## src/rtl/spi_reg_ctrl.sv

```systemverilog
// spi_reg_ctrl
//   SPI slave transaction controller (mode 0, MSB first) that runs entirely on
//   the system clock. The raw SPI pins are synchronised and edge-detected. Each
//   frame is a command byte followed by one data byte. The controller either
//   writes the data byte into a small register bank or shifts a register back
//   out on sdo.
//
// Ports
//   clk        system clock, the only clock of the block
//   rst        asynchronous active-high reset
//   sck        raw SPI clock (asynchronous to clk, at most f_clk/8)
//   sdi        raw SPI data, master to slave
//   nss        raw SPI slave select, active low
//   sdo        SPI data, slave to master; 0 when no read data is being driven
//   regs_out   register bank, reg[i] at [8*i+7:8*i]
//   wr_pulse   one-cycle strobe in the cycle a register is written
//   wr_addr    register address of the write, valid with wr_pulse
//   frame_err  one-cycle strobe when a frame is aborted before completion
//   busy       high while a frame is in progress
module spi_reg_ctrl #(
   parameter int NREG        = 4,
   parameter int SYNC_STAGES = 2,
   localparam int AW         = $clog2(NREG)
) (
   input  logic                clk,
   input  logic                rst,
   input  logic                sck,
   input  logic                sdi,
   input  logic                nss,
   output logic                sdo,
   output logic [8*NREG-1:0]   regs_out,
   output logic                wr_pulse,
   output logic [AW-1:0]       wr_addr,
   output logic                frame_err,
   output logic                busy
);

   typedef enum logic [1:0] {IDLE, CMD, DATA, DONE} state_t;

   // Input synchronisers; the last stage is the synchronised value.
   logic [SYNC_STAGES-1:0] sck_sync_reg;
   logic [SYNC_STAGES-1:0] sdi_sync_reg;
   logic [SYNC_STAGES-1:0] nss_sync_reg;
   logic                   sck_d_reg;
   logic                   nss_d_reg;

   always_ff @(posedge clk or posedge rst) begin
      if (rst) begin
         sck_sync_reg <= '0;
         sdi_sync_reg <= '0;
         nss_sync_reg <= '0;
         sck_d_reg    <= 1'b0;
         nss_d_reg    <= 1'b0;
      end else begin
         sck_sync_reg <= {sck_sync_reg[SYNC_STAGES-2:0], sck};
         sdi_sync_reg <= {sdi_sync_reg[SYNC_STAGES-2:0], sdi};
         nss_sync_reg <= {nss_sync_reg[SYNC_STAGES-2:0], nss};
         sck_d_reg    <= sck_sync_reg[SYNC_STAGES-1];
         nss_d_reg    <= nss_sync_reg[SYNC_STAGES-1];
      end
   end

   logic sck_s, sdi_s, nss_s;
   logic sck_rise, sck_fall, nss_rise, nss_fall;

   assign sck_s    = sck_sync_reg[SYNC_STAGES-1];
   assign sdi_s    = sdi_sync_reg[SYNC_STAGES-1];
   assign nss_s    = nss_sync_reg[SYNC_STAGES-1];
   assign sck_rise = sck_s & ~sck_d_reg;
   assign sck_fall = ~sck_s & sck_d_reg;
   assign nss_rise = nss_s & ~nss_d_reg;
   assign nss_fall = ~nss_s & nss_d_reg;

   // Transaction state
   state_t          state_reg;
   logic [3:0]      bitcnt_reg;
   logic [6:0]      shift_in_reg;
   logic [7:0]      shift_out_reg;
   logic            cmd_w_reg;
   logic [AW-1:0]   addr_reg;
   logic            sdo_reg;
   logic            wr_pulse_reg;
   logic [AW-1:0]   wr_addr_reg;
   logic            frame_err_reg;
   logic [7:0]      regs_reg [NREG];

   // Byte as it stands including the bit sampled on the current rise.
   logic [7:0] rx_byte;
   assign rx_byte = {shift_in_reg, sdi_s};

   always_ff @(posedge clk or posedge rst) begin
      if (rst) begin
         state_reg     <= IDLE;
         bitcnt_reg    <= '0;
         shift_in_reg  <= '0;
         shift_out_reg <= '0;
         cmd_w_reg     <= 1'b0;
         addr_reg      <= '0;
         sdo_reg       <= 1'b0;
         wr_pulse_reg  <= 1'b0;
         wr_addr_reg   <= '0;
         frame_err_reg <= 1'b0;
         for (int i = 0; i < NREG; i++) begin
            regs_reg[i] <= '0;
         end
      end else begin
         wr_pulse_reg  <= 1'b0;
         frame_err_reg <= 1'b0;

         case (state_reg)
            IDLE: begin
               sdo_reg <= 1'b0;
               if (nss_fall) begin
                  bitcnt_reg <= '0;
                  state_reg  <= CMD;
               end
            end

            CMD: begin
               if (nss_rise) begin
                  state_reg     <= IDLE;
                  bitcnt_reg    <= '0;
                  sdo_reg       <= 1'b0;
                  frame_err_reg <= 1'b1;
               end else if (sck_rise) begin
                  shift_in_reg <= rx_byte[6:0];
                  bitcnt_reg   <= bitcnt_reg + 4'd1;
                  if (bitcnt_reg == 4'd7) begin
                     // Command complete; preload the read data so the first
                     // bit can be presented on the following sck fall.
                     cmd_w_reg     <= rx_byte[7];
                     addr_reg      <= rx_byte[AW-1:0];
                     shift_out_reg <= regs_reg[rx_byte[AW-1:0]];
                     state_reg     <= DATA;
                  end
               end
            end

            DATA: begin
               // The 16th rise takes priority over a simultaneous nss rise so
               // that a frame whose last edge coincides with deselect still
               // completes its write.
               if (sck_rise && bitcnt_reg == 4'd15) begin
                  bitcnt_reg <= '0;
                  sdo_reg    <= 1'b0;
                  if (cmd_w_reg) begin
                     regs_reg[addr_reg] <= rx_byte;
                     wr_pulse_reg       <= 1'b1;
                     wr_addr_reg        <= addr_reg;
                  end
                  state_reg <= nss_rise ? IDLE : DONE;
               end else if (nss_rise) begin
                  state_reg     <= IDLE;
                  bitcnt_reg    <= '0;
                  sdo_reg       <= 1'b0;
                  frame_err_reg <= 1'b1;
               end else if (sck_rise) begin
                  shift_in_reg <= rx_byte[6:0];
                  bitcnt_reg   <= bitcnt_reg + 4'd1;
               end else if (sck_fall && !cmd_w_reg) begin
                  sdo_reg       <= shift_out_reg[7];
                  shift_out_reg <= {shift_out_reg[6:0], 1'b0};
               end
            end

            DONE: begin
               // Extra bytes are silently discarded until deselect.
               sdo_reg <= 1'b0;
               if (nss_rise) begin
                  state_reg  <= IDLE;
                  bitcnt_reg <= '0;
               end
            end

            default: begin
               state_reg <= IDLE;
            end
         endcase
      end
   end

   genvar gi;
   generate
      for (gi = 0; gi < NREG; gi++) begin : g_regs_out
         assign regs_out[8*gi +: 8] = regs_reg[gi];
      end
   endgenerate

   assign sdo       = sdo_reg;
   assign wr_pulse  = wr_pulse_reg;
   assign wr_addr   = wr_addr_reg;
   assign frame_err = frame_err_reg;
   assign busy      = (state_reg != IDLE);

endmodule

```

## config.mk

```make
export PLATFORM = sky130hd
export DESIGN_NAME = spi_reg_ctrl
export DESIGN_NICKNAME = d
export VERILOG_FILES = /design/src/rtl/spi_reg_ctrl.sv
export SDC_FILE = /design/constraint.sdc
export NUM_CORES = 1
export LEC_CHECK = 0
export ABC_CLOCK_PERIOD_IN_PS = 3200
export BUFFER_PORTS_ARGS = -buffer_cell sky130_fd_sc_hd__buf_2
export CAP_MARGIN = 20
export CORE_UTILIZATION = 61
export DETAILED_ROUTE_END_ITERATION = 10
export PLACE_DENSITY = 0.87
export SLEW_MARGIN = 15
export SYNTH_ARGS = -nofsm -noshare
export SYNTH_HDL_FRONTEND = slang
export SYNTH_SLANG_ARGS = --single-unit
```

## constraint.sdc

```tcl
create_clock -name clk -period 3.2 [get_ports clk]
set_input_delay 0.32 -clock clk [delete_from_list [all_inputs] [get_ports clk]]
set_output_delay 0.32 -clock clk [all_outputs]
set_load 0.02 [all_outputs]
```

* Yosys cells after proc, flatten, opt, wreduce, memory -nomap -nowiden
Index checks and enable logic that the tools add are counted.
** Word-level totals
- Register bits :: 69
- Latch bits :: 0
- RAM bits :: 0
- Input bits :: 5
- Logic and storage cells :: 112
- Memory bits (read-only) :: 0
- Memories kept :: 0
** Operators by class
- $mul :: 0
- Divide/modulo/power cells :: 0
- Eq/ne operators :: 19
- Multiplexer cells :: 44
- Shift operators :: 0
- Add/subtract/negate cells :: 1
- $lt $le $gt $ge :: 3
- Reductions and logical operators :: 15
- Bitwise operators :: 11
** Operators with widths (number)
- $mux W8 :: 10
- $bwmux W32 :: 1
- $mux W7 :: 3
- $mux W4 :: 5
- $ne A2 B2 Y1 const B :: 10
- $bmux W8 S2 :: 1
- $demux W8 S2 :: 1
- $pmux W4 S4 :: 1
- $pmux W8 S2 :: 1
- $mux W2 :: 7
- $pmux W7 S2 :: 1
- $mux W1 :: 10
- $reduce_and A3 Y1 :: 3
- $ne A4 B4 Y1 const B :: 2
- $pmux W2 S4 :: 1
- $reduce_and A8 Y1 :: 1
- $ge A3 B3 Y1 const B :: 2
- $ne A3 B3 Y1 const B :: 2
- $not A2 Y3 :: 2
- $not A1 Y1 :: 5
- $add A4 B1 Y4 const B :: 1
- $and A1 B1 Y1 :: 4
- $eq A2 B2 Y1 const B :: 2
- $eq A4 B3 Y1 const B :: 1
- 12 further kinds :: 16

* Longest topological paths before layout
- Depth in word-level cells :: 8
- Mapped depth :: 8
- Depth with buffers taken out :: 6

* Least setup slack after synthesis
Ideal clock, no wire load.
- Kind :: flip-flop to flip-flop
- Start :: register bitcnt_reg[0]
- End :: register regs_reg, in the netlist regs_out[24]
- Setup time :: 0.125 ns
- Setup slack :: 1.375 ns
- Buffers on the path :: 2
- Cell stages (with the launch flop) :: 8
- Required time :: 3.075 ns
- Data arrival time :: 1.701 ns
- Cell sequence :: dfrtp_1 > ha_1 > and4b_1 > and4_4 > buf_6 > and3_4 > buf_6 > mux2_2
** Between the ends
- Cells in the longest elaborated chain, start to end :: 3
** Ends and longest elaborated chain
- start, declared :: line 76 : logic [3:0] bitcnt_reg;
- start signal, assigned :: line 127 : bitcnt_reg <= bitcnt_reg + 4'd1;
- start signal, assigned :: line 159 : bitcnt_reg <= bitcnt_reg + 4'd1;
- $eq A4 B4 Y1 :: line 143 : if (sck_rise && bitcnt_reg == 4'd15) begin
- $logic_and A1 B1 Y1 :: line 143
- $reduce_and A3 Y1 (no line)
- end signal, assigned by index :: line 147 : regs_reg[addr_reg] <= rx_byte;
- end, declared :: line 85 : logic [7:0] regs_reg [NREG];
Every way passes these cells.
A chain may end at the register's enable or synchronous reset.

* Worst setup path after layout
- Start :: register state_reg[0]
- End :: register shift_out_reg[4]
** Between the ends
- Cells in the longest elaborated chain, start to end :: 3
** Ends and longest elaborated chain
- start, declared :: line 75 : state_t state_reg;
- start signal, assigned :: line 151 : state_reg <= nss_rise ? IDLE : DONE;
- $eq A2 B2 Y1 / $eq A2 B1 Y1 (equally long branches) :: line 110 : case (state_reg)
- $ne A2 B2 Y1 (no line) / $reduce_bool A2 Y1 (equally long branches)
- $reduce_and A8 Y1 (no line)
- end signal, assigned :: line 133 : shift_out_reg <= regs_reg[rx_byte[AW-1:0]];
- end signal, assigned :: line 162 : shift_out_reg <= {shift_out_reg[6:0], 1'b0};
- end, declared :: line 78 : logic [7:0] shift_out_reg;
Parallel ways exist; a longest one is shown, timed or not.

==> results.toml <==
[status]
status = "completed"

[place]
portBuffers = 42
hpwl_um = 4390
place_congestion = 0.907
placed_cells = 333
pre_cts_slack_ns = 0.897

[cts]
cts_hold_buf = 1
cts-root-buf = "clkbuf_8"
htreeDepth = 3
path_clk_slew_ns = 0.07
cts_buffer_depth = 2
cts_resized = 0
cts_tree = "done"
worstSkewPairLatency_ns = 0.34
cts_sinks = 69
cts_inserted_buffers = 9
cts_setup_buffers = 0

[final_layout]
stdcell_count = 350
area_growth_syn_to_layout_pct = 12.7
num-nets-final = 286
drive_gt1_frac = 0.457
diodes = 0
largest_reg_flops = 32

[global_routing]
grt_max_degree = 29
antenna_found_initial = 0
grtUsageTotal = 0.244
grt_pass1_wl_um = 9690
grt-ovfl-total = 0
grt_pass1_vias = 1978

[power_and_ir_drop]
pwr-share-seq = 0.480
combPwrFrac = 0.233
swShare = 0.325
powerDensity_nw_per_um2 = 588
p_leak_nw = 1.91
p_int_mw = 1.45
totalPowerFinal_mw = 2.15
clkPwrFrac = 0.287
p_switching_uw = 700
ir_worst_vdd_v = 0.000361

[timing]
max_freq_mhz = 434
fin_tns_setup_ns = 0
slew_viol_final = 0
setup_ws_ns = 0.897
rsz0062_at_grt = "false"
finClkSkew_ns = 0.0106
period_needed_ns = 2.30
period_share = 0.720
finalHoldViolations = 0
setup_viol = 0
worst_pin_slew_ns = 0.654
max-slew-margin-rel = 0.564

[setup_path]
crit_start = "state_reg[0]$_DFFE_PP0P_"
crit_cells = 6
path_delay_family = "simple AND/OR/NAND/NOR gates"
r2r_end = "shift_out_reg[4]$_DFFE_PP0P_"
timing.rr.start = "state_reg[0]$_DFFE_PP0P_"
cpPeakStageDelay_ns = 0.52
cp_cell_sequence = "inv_1, ha_1, nor2_1, nor2_1, and3_1, mux2_2"
path_buf_inv = 1
start_kind = "register"
worst_ep_required_time_ns = 3.42
reg2reg_depth = 6
slowest_stage = "ha_1"
cp_data_arrival_time_ns = 2.53
worstSetupPathType = "reg -> reg"
crit_path_end_kind = "register"
rrSetupSlack_ns = 0.90
critPathMaxFanout = 15
crit_top_cell = "nor2_1"
critPathCapture = "shift_out_reg[4]$_DFFE_PP0P_"

[yosys]
synthXorXnorAreaFrac = 0
synth_compound_area_frac = 0.0493
ys_seq_elements = 69
synth-edff-count = 0
yosysSeqAreaShare = 0.532
synthAdderAreaFrac = 0.0262
ys.warnings.count = 0
yosys.area_share.simple = 0.0882
syn-num-nets = 241
avgSynthCellArea_um2 = 14.1
synth.distinct_cells = 47
synth_top_family_by_area = "multiplexers"
muxShareOfSynthArea = 0.273
ys.flop_type = "dfrtp_1"
synthesis.area_um2 = 3250
ys_async_sr_fraction = 1.00
synthCells = 230

[drt]
routedWlPerCell_um = 17.7
viasPerCell = 5.90
ant_nets = 0
dr.first_iter.drc_count = 157
vias = 2065
drcViolationCount = 0
dr.pass1.iters = 4
wl_um = 6190

[run]
maxCapViolCount = 0

[die]
ios = 43
die_y_um = 75.0
fp-row-count = 26
core_um2 = 5110
fp.dieW_um = 75.0
start_util = 0.636
die-area_um2 = 5620

[min_path]
hold_path.class = "in -> reg"
min_from = "sck"
[cell type report]
class,count,area [µm²]
clock buffers,13,149
flip-flops and latches,69,1730
multi-input cells,144,1420
repair buffers,45,235
well taps,70,87.6
clock inverters,3,21.3
inverters,6,22.5
fillers,349,1450
[layout by cell type, fill, tap and decap left out, types with 5 or more instances in the layout]
| cell | count |
|---|---|
| nand2_1 | 9 |
| mux2_2 | 57 |
| dfrtp_1 | 69 |
| buf_2 | 42 |
| o21ai_0 | 5 |
| ha_1 | 6 |
| mux4_1 | 5 |
| nor2_1 | 10 |
| inv_1 | 5 |
| clkbuf_8 | 10 |
[through the flow]
step                hold slack (ns)  utilization  instance area [µm²]
global route                 0.0600        0.717                 3660
CTS                          0.0648        0.717                 3660
detailed placement            0.301        0.681                 3480
floorplan                     0.331            -                 3250
global placement              0.303        0.681                 3480
finish                       0.0765        0.717                 3660
[synthesized netlist by cell type (2+ instances only)]
library cell,n,share of area
inv_1,6,0.0069
ha_1,6,0.023
buf_2,2,0.0031
nand3b_2,2,0.0069
and3_1,2,0.0039
buf_6,3,0.010
o21ai_0,5,0.0077
mux2_4,3,0.014
a22o_1,2,0.0054
mux4_2,3,0.021
nand2_1,9,0.010
nor2b_1,4,0.0077
nand4b_1,2,0.0054
a32oi_1,2,0.0054
nand2b_1,4,0.0077
nor2_1,10,0.012
dfrtp_1,69,0.53
nor3_1,4,0.0062
or4_1,2,0.0046
clkbuf_1,3,0.0035
mux2_2,57,0.20
mux4_1,5,0.040
[kinds of logic (layout without fill, tap and decap cells)]
| family | count (synthesis) | after routing |
|---|---|---|
| flops | 69 | 69 |
| mux | 68 | 68 |
| simple gates | 48 | 48 |
| compound gates | 21 | 21 |
| buf+inv | 17 | 67 |
| fa+ha+maj | 7 | 7 |
[power by group through the flow]
stage | clock network [mW] | registers (mW) | logic, mW
2_1_floorplan | 0 | 1.00 | 0.434
3_3_place_gp | 0 | 1.04 | 0.488
3_5_place_dp | 0 | 1.05 | 0.496
4_1_cts | 0.630 | 1.03 | 0.501
5_1_grt | 0.663 | 1.04 | 0.552
6_report | 0.619 | 1.03 | 0.501
[per-layer routing]
layer	global-route usage	wire, µm	part of all wire
met5	0	0	0
met4	0.130	141	0.023
met3	0.0455	212	0.034
met2	0.381	3110	0.50
met1	0.326	2720	0.44
[worst min-delay path by stage]
stage               slack [ns]  cells after the start                        end
finish                    0.08                      1  sck_sync_reg[0]$_DFF_PP0_
global route              0.06                      1  sdi_sync_reg[0]$_DFF_PP0_
global placement          0.30                      2  sdi_sync_reg[0]$_DFF_PP0_
floorplan                 0.33                      0  nss_sync_reg[1]$_DFF_PP0_
detailed placement        0.30                      2    regs_out[2]$_DFFE_PP0P_
CTS                       0.06                      1  sdi_sync_reg[0]$_DFF_PP0_
Power figures use the tool's default switching activity.
